===== src/rtl/overlay_sequencer.sv =====
// Frame-rate scheduler for the text overlay: banner enables, title slide-in offset and drop-shadow animation.
// Build option: define OVERLAY_SEQ_LOOP_EN to loop CREDITS back to BLANK instead of parking in DONE.
module overlay_sequencer #(
    parameter int unsigned FRAMES_BLANK   = 60,
    parameter int unsigned FRAMES_TITLE   = 180,
    parameter int unsigned FRAMES_CREDITS = 240,
    parameter int unsigned SLIDE_STEP     = 8,
    parameter int unsigned SHADOW_MAX     = 4
) (
    input  logic       clk,
    input  logic       rst_n,
    input  logic       frame_start,
    input  logic       run,
    input  logic       skip,
    output logic       title_en,
    output logic       tt08_en,
    output logic       sda_en,
    output logic [9:0] x_offset,
    output logic [2:0] shadow_dx,
    output logic [2:0] shadow_dy,
    output logic [2:0] seq_state
);

    localparam logic [2:0] S_BLANK   = 3'd0;
    localparam logic [2:0] S_SLIDE   = 3'd1;
    localparam logic [2:0] S_TITLE   = 3'd2;
    localparam logic [2:0] S_CREDITS = 3'd3;
    localparam logic [2:0] S_DONE    = 3'd4;

    localparam logic [9:0] X_START      = 10'd640;
    localparam logic [9:0] STEP         = 10'(SLIDE_STEP);
    localparam logic [2:0] SH_MAX       = 3'(SHADOW_MAX);
    localparam logic [8:0] BLANK_LAST   = 9'(FRAMES_BLANK - 1);
    localparam logic [8:0] TITLE_LAST   = 9'(FRAMES_TITLE - 1);
    localparam logic [8:0] CREDITS_LAST = 9'(FRAMES_CREDITS - 1);

    logic [2:0] state, state_nxt;
    logic [8:0] cnt, cnt_nxt;
    logic [9:0] x_nxt;
    logic [2:0] shadow, shadow_nxt;
    logic       title_nxt, tt08_nxt, sda_nxt;
    logic       update;

    function automatic logic [2:0] shadow_sat(input logic [2:0] v);
        return (v < SH_MAX) ? v + 3'd1 : v;
    endfunction

    function automatic logic [9:0] slide_sat(input logic [9:0] v);
        return (v < STEP) ? 10'd0 : v - STEP;
    endfunction

    assign update    = frame_start & run;
    assign seq_state = state;
    assign shadow_dx = shadow;
    assign shadow_dy = shadow;

    // Everything, including the banner enables, is registered so renderers see whole-frame-stable values.
    always_ff @(posedge clk or negedge rst_n) begin
        if (!rst_n) begin
            state    <= S_BLANK;
            cnt      <= 9'd0;
            x_offset <= X_START;
            shadow   <= 3'd0;
            title_en <= 1'b0;
            tt08_en  <= 1'b0;
            sda_en   <= 1'b0;
        end else if (update) begin
            state    <= state_nxt;
            cnt      <= cnt_nxt;
            x_offset <= x_nxt;
            shadow   <= shadow_nxt;
            title_en <= title_nxt;
            tt08_en  <= tt08_nxt;
            sda_en   <= sda_nxt;
        end
    end

    always_comb begin
        state_nxt  = state;
        cnt_nxt    = cnt;
        x_nxt      = x_offset;
        shadow_nxt = shadow;
        case (state)
            S_BLANK: begin
                x_nxt      = X_START;
                shadow_nxt = 3'd0;
                if (skip || cnt == BLANK_LAST) begin
                    state_nxt = S_SLIDE;
                    cnt_nxt   = 9'd0;
                end else begin
                    cnt_nxt = cnt + 9'd1;
                end
            end
            S_SLIDE: begin
                cnt_nxt = 9'd0;
                x_nxt   = skip ? 10'd0 : slide_sat(x_offset);
                if (x_nxt == 10'd0) begin
                    state_nxt = S_TITLE;
                end
            end
            S_TITLE: begin
                x_nxt      = 10'd0;
                shadow_nxt = shadow_sat(shadow);
                if (skip || cnt == TITLE_LAST) begin
                    state_nxt = S_CREDITS;
                    cnt_nxt   = 9'd0;
                end else begin
                    cnt_nxt = cnt + 9'd1;
                end
            end
            S_CREDITS: begin
                shadow_nxt = shadow_sat(shadow);
                if (skip || cnt == CREDITS_LAST) begin
                    cnt_nxt = 9'd0;
`ifdef OVERLAY_SEQ_LOOP_EN
                    state_nxt  = S_BLANK;
                    shadow_nxt = 3'd0;
                    x_nxt      = X_START;
`else
                    state_nxt = S_DONE;
`endif
                end else begin
                    cnt_nxt = cnt + 9'd1;
                end
            end
            S_DONE: begin
                shadow_nxt = shadow_sat(shadow);
            end
            default: begin
                state_nxt  = S_BLANK;
                cnt_nxt    = 9'd0;
                x_nxt      = X_START;
                shadow_nxt = 3'd0;
            end
        endcase
    end

    // Enables decode the state being entered so they land in the same update as the transition.
    always_comb begin
        title_nxt = 1'b0;
        tt08_nxt  = 1'b0;
        sda_nxt   = 1'b0;
        case (state_nxt)
            S_SLIDE, S_TITLE: title_nxt = 1'b1;
            S_CREDITS, S_DONE: begin
                title_nxt = 1'b1;
                tt08_nxt  = 1'b1;
                sda_nxt   = 1'b1;
            end
            default: ;
        endcase
    end

endmodule


===== config.mk =====
export PLATFORM = sky130hd
export DESIGN_NAME = overlay_sequencer
export DESIGN_NICKNAME = d
export VERILOG_FILES = /design/src/rtl/overlay_sequencer.sv
export SDC_FILE = /design/constraint.sdc
export NUM_CORES = 1
export LEC_CHECK = 0
export ABC_CLOCK_PERIOD_IN_PS = 2500
export CAP_MARGIN = 10
export CORE_AREA = 2 2 68 70
export CTS_CLUSTER_SIZE = 14
export DETAILED_ROUTE_END_ITERATION = 6
export DIE_AREA = 0 0 70 72
export REMOVE_ABC_BUFFERS = 1
export SKIP_CTS_REPAIR_TIMING = 1
export SYNTH_ARGS = -nofsm -noshare
export SYNTH_HDL_FRONTEND = slang
export SYNTH_SLANG_ARGS = --single-unit

===== constraint.sdc =====
create_clock -name clk -period 2.5 [get_ports clk]
set_clock_uncertainty 0.1 [all_clocks]
set_input_delay 0.625 -clock clk [delete_from_list [all_inputs] [get_ports clk]]
set_output_delay 0.625 -clock clk [all_outputs]
set_load 0.05 [all_outputs]

==> metrics.cfg <==
[sta]
slew-limit-headroom_pct=66.1
finalCritPeriodShare_pct=97.0
tns_ns=0
tightestPinTransition_ns=0.507
drv_slew=0
finalCriticalPeriod_ns=2.42
setup_viol=0
rsz0062_at_grt=false
finalHoldViolations=0
max_freq_ghz=0.412
fin_ws_ns=0.0751

[logic_synthesis]
ys_seq_area_share_pct=40.5
synthArstFlopShare_pct=100
synth_edf_count=0
avgSynthCellArea_um2=8.95
yosysWarnings=0
synth-seq-cells=27
synth-main-ff-cell=dfrtp_1
postSynthCellCount=187
syn_area_um2=1670
yosysMostFrequentCell=dfrtp_1
synthTopCellsByCount=25 x dfrtp_1, 18 x nor2_1, 16 x o21ai_0
synthDominantCellAreaShare_pct=37.4
yosysTopAreaCell=dfrtp_1
synth_area_leaders=dfrtp_1 37%, o21ai_0 4.8%, nor2_1 4.0%
synth.distinct_cells=51

[min_path]
hold_path_end=x_offset[1]
worstHoldPathCells=1
min-delay-start=x_offset[1]
hold_path_class=reg -> reg

[placement]
dpl.cell_count=269
port_buffers=26
dp_hpwl_um=3130
place_ws_ns=0.0336
dpl-instance-area_um2=2030
routabilityCongestion=0.908

[grt]
grt_usage_pct=16.8
grt_pass1_wl_um=6780
first_global_vias=1433
grt_max_degree=28
grt_remaining_overflow=0
antenna_found_initial=0

[setup_path]
timing.rr.start=seq_state[1]
reg2reg_depth=6
crit_buf_inv=1
crit_chain=clkdlybuf4s50_1
cp.arrival_ns=1.70
end_kind=primary output
max_stage_delay_ns=0.82
cp_max_fo=6
crit_slowest_cell=clkdlybuf4s50_1
r2r_slack_ns=0.35
start_kind=flip-flop
worstPathRequired_ns=1.77
r2r-end=cnt[8]
path_class=reg -> out
crit_family=buffers and inverters

[power_and_ir_drop]
peakVddDrop_v=0.000335
p_leak_nw=0.858
finalPower_w=0.00251
power.density_nw_per_um2=1210

[floorplanning]
dieArea_um2=5040
ios=27
core_um2=4260
die_x_um=70
rows=24
start_util_pct=39.3
die_y_um=72

[route]
wire_per_inst_um=15.3
first_iter_violations=164
vias=1571
drcViolationCount=0
antenna_left=0
firstDrtPassIters=4
via_per_inst=5.75
wl_um=4180

[clock_network]
h-tree-depth=1
clk_pin_slew_ns=0.10
cts_sinks=27
cts_tree=yes
cts_buffer_depth=2
cts_root_buffer=clkbuf_8
numCtsBuffers=3
clock_latency_ns=0.28

[final_layout]
fillers=404
post-route-cell-area_um2=2080
drive_gt1_share_pct=12.7
n_antenna_cell=0
nets=230
final_cell_count_no_fill=273
areaGrowthSynthToFinish_pct=24.2

[outcome]
run_status=finished clean

[flow_run]
max-cap-violations=0

-- where the power goes --
group	internal [W]	switching, W	total [W]
clock	0.000114	0.000140	0.000255
combinational	0.000568	0.000918	0.00149
sequential	0.000576	0.000194	0.000770
total	0.00126	0.00125	0.00251
-- metal layers --
metal | wire length, µm | up-vias | GRT usage, % | part of all wire, %
li1 | - | 757 | - | -
met1 | 1970 | 765 | 21.8 | 47
met2 | 2030 | 42 | 29.1 | 49
met3 | 131 | 7 | 2.36 | 3.1
met4 | 49 | 0 | 5.56 | 1.2
met5 | 0 | - | 0 | 0
-- flip-flops by register name, indices dropped and copies added (netlist names) --
name and cells:
x_offset 10, seq_state 3, shadow_dx 3, sda_en 1, cnt 9, title_en 1
-- worst max path at each step --
stage,startpoint,to,slack [ns],cells after the start
5_1_grt,x_offset[7],x_offset[7],0.04,1
2_1_floorplan,seq_state[0],x_offset[6],0.27,5
3_3_place_gp,frame_start,x_offset[6],0.11,6
4_1_cts,x_offset[7],x_offset[7],0.06,1
3_5_place_dp,frame_start,x_offset[6],0.03,6
6_report,x_offset[7],x_offset[7],0.08,1
-- cells by family (layout without fill, tap and decap cells) --
| logic type | count (synthesis) | in the layout | synth area share, % |
|---|---|---|---|
| XOR/XNOR | 2 | 2 | 1.05 |
| flip-flops | 27 | 27 | 40.5 |
| AO/OA/AOI/OAI | 59 | 59 | 25.0 |
| AND/OR/NAND/NOR | 77 | 77 | 24.1 |
| adder cells (fa/ha/maj) | 3 | 3 | 2.24 |
| multiplexers | 3 | 3 | 1.87 |
| buffers and inverters | 16 | 50 | 5.23 |
-- worst reg2reg max path, delay by kind of cell, from the launching register on --
kind	cells	cell delay (ns)
AOI/OAI and AO/OA	4	0.86
and+or+nand+nor	1	0.44
DFF	1	0.48
buffers and inverters	1	0.17
-- cells in the final DEF, fill, tap and decap left out, types with 3 or more instances in the layout --
master           instances
nand3b_1                 4
ha_1                     3
clkbuf_8                 3
nand2b_1                 4
a21oi_1                 13
nor2_1                  18
a21o_1                   4
nor3_1                   8
nand2_1                 14
dfrtp_1                 25
buf_4                   16
and2_1                   4
a31oi_1                  4
o21ai_0                 16
nor2b_1                  3
inv_1                    6
nand3_1                  6
or3_1                    6
clkdlybuf4s50_1         24
-- layout make-up --
cell class | instances | area, µm² | share of cell area (%)
multi-input combinational | 144 | 908 | 43.7
timing repair buffer | 40 | 360 | 17.3
clock buffer | 4 | 45.0 | 2.17
tap | 52 | 65.1 | 3.13
inverter | 6 | 22.5 | 1.08
sequential | 27 | 678 | 32.6
-- through the flow --
step	hold WS [ns]	utilization, %
2_1_floorplan	0.229	-
3_3_place_gp	0.396	47.7
3_5_place_dp	0.403	47.7
4_1_cts	0.430	48.8
5_1_grt	0.462	48.8
6_report	0.420	48.8
Power figures use the tool's default switching activity.
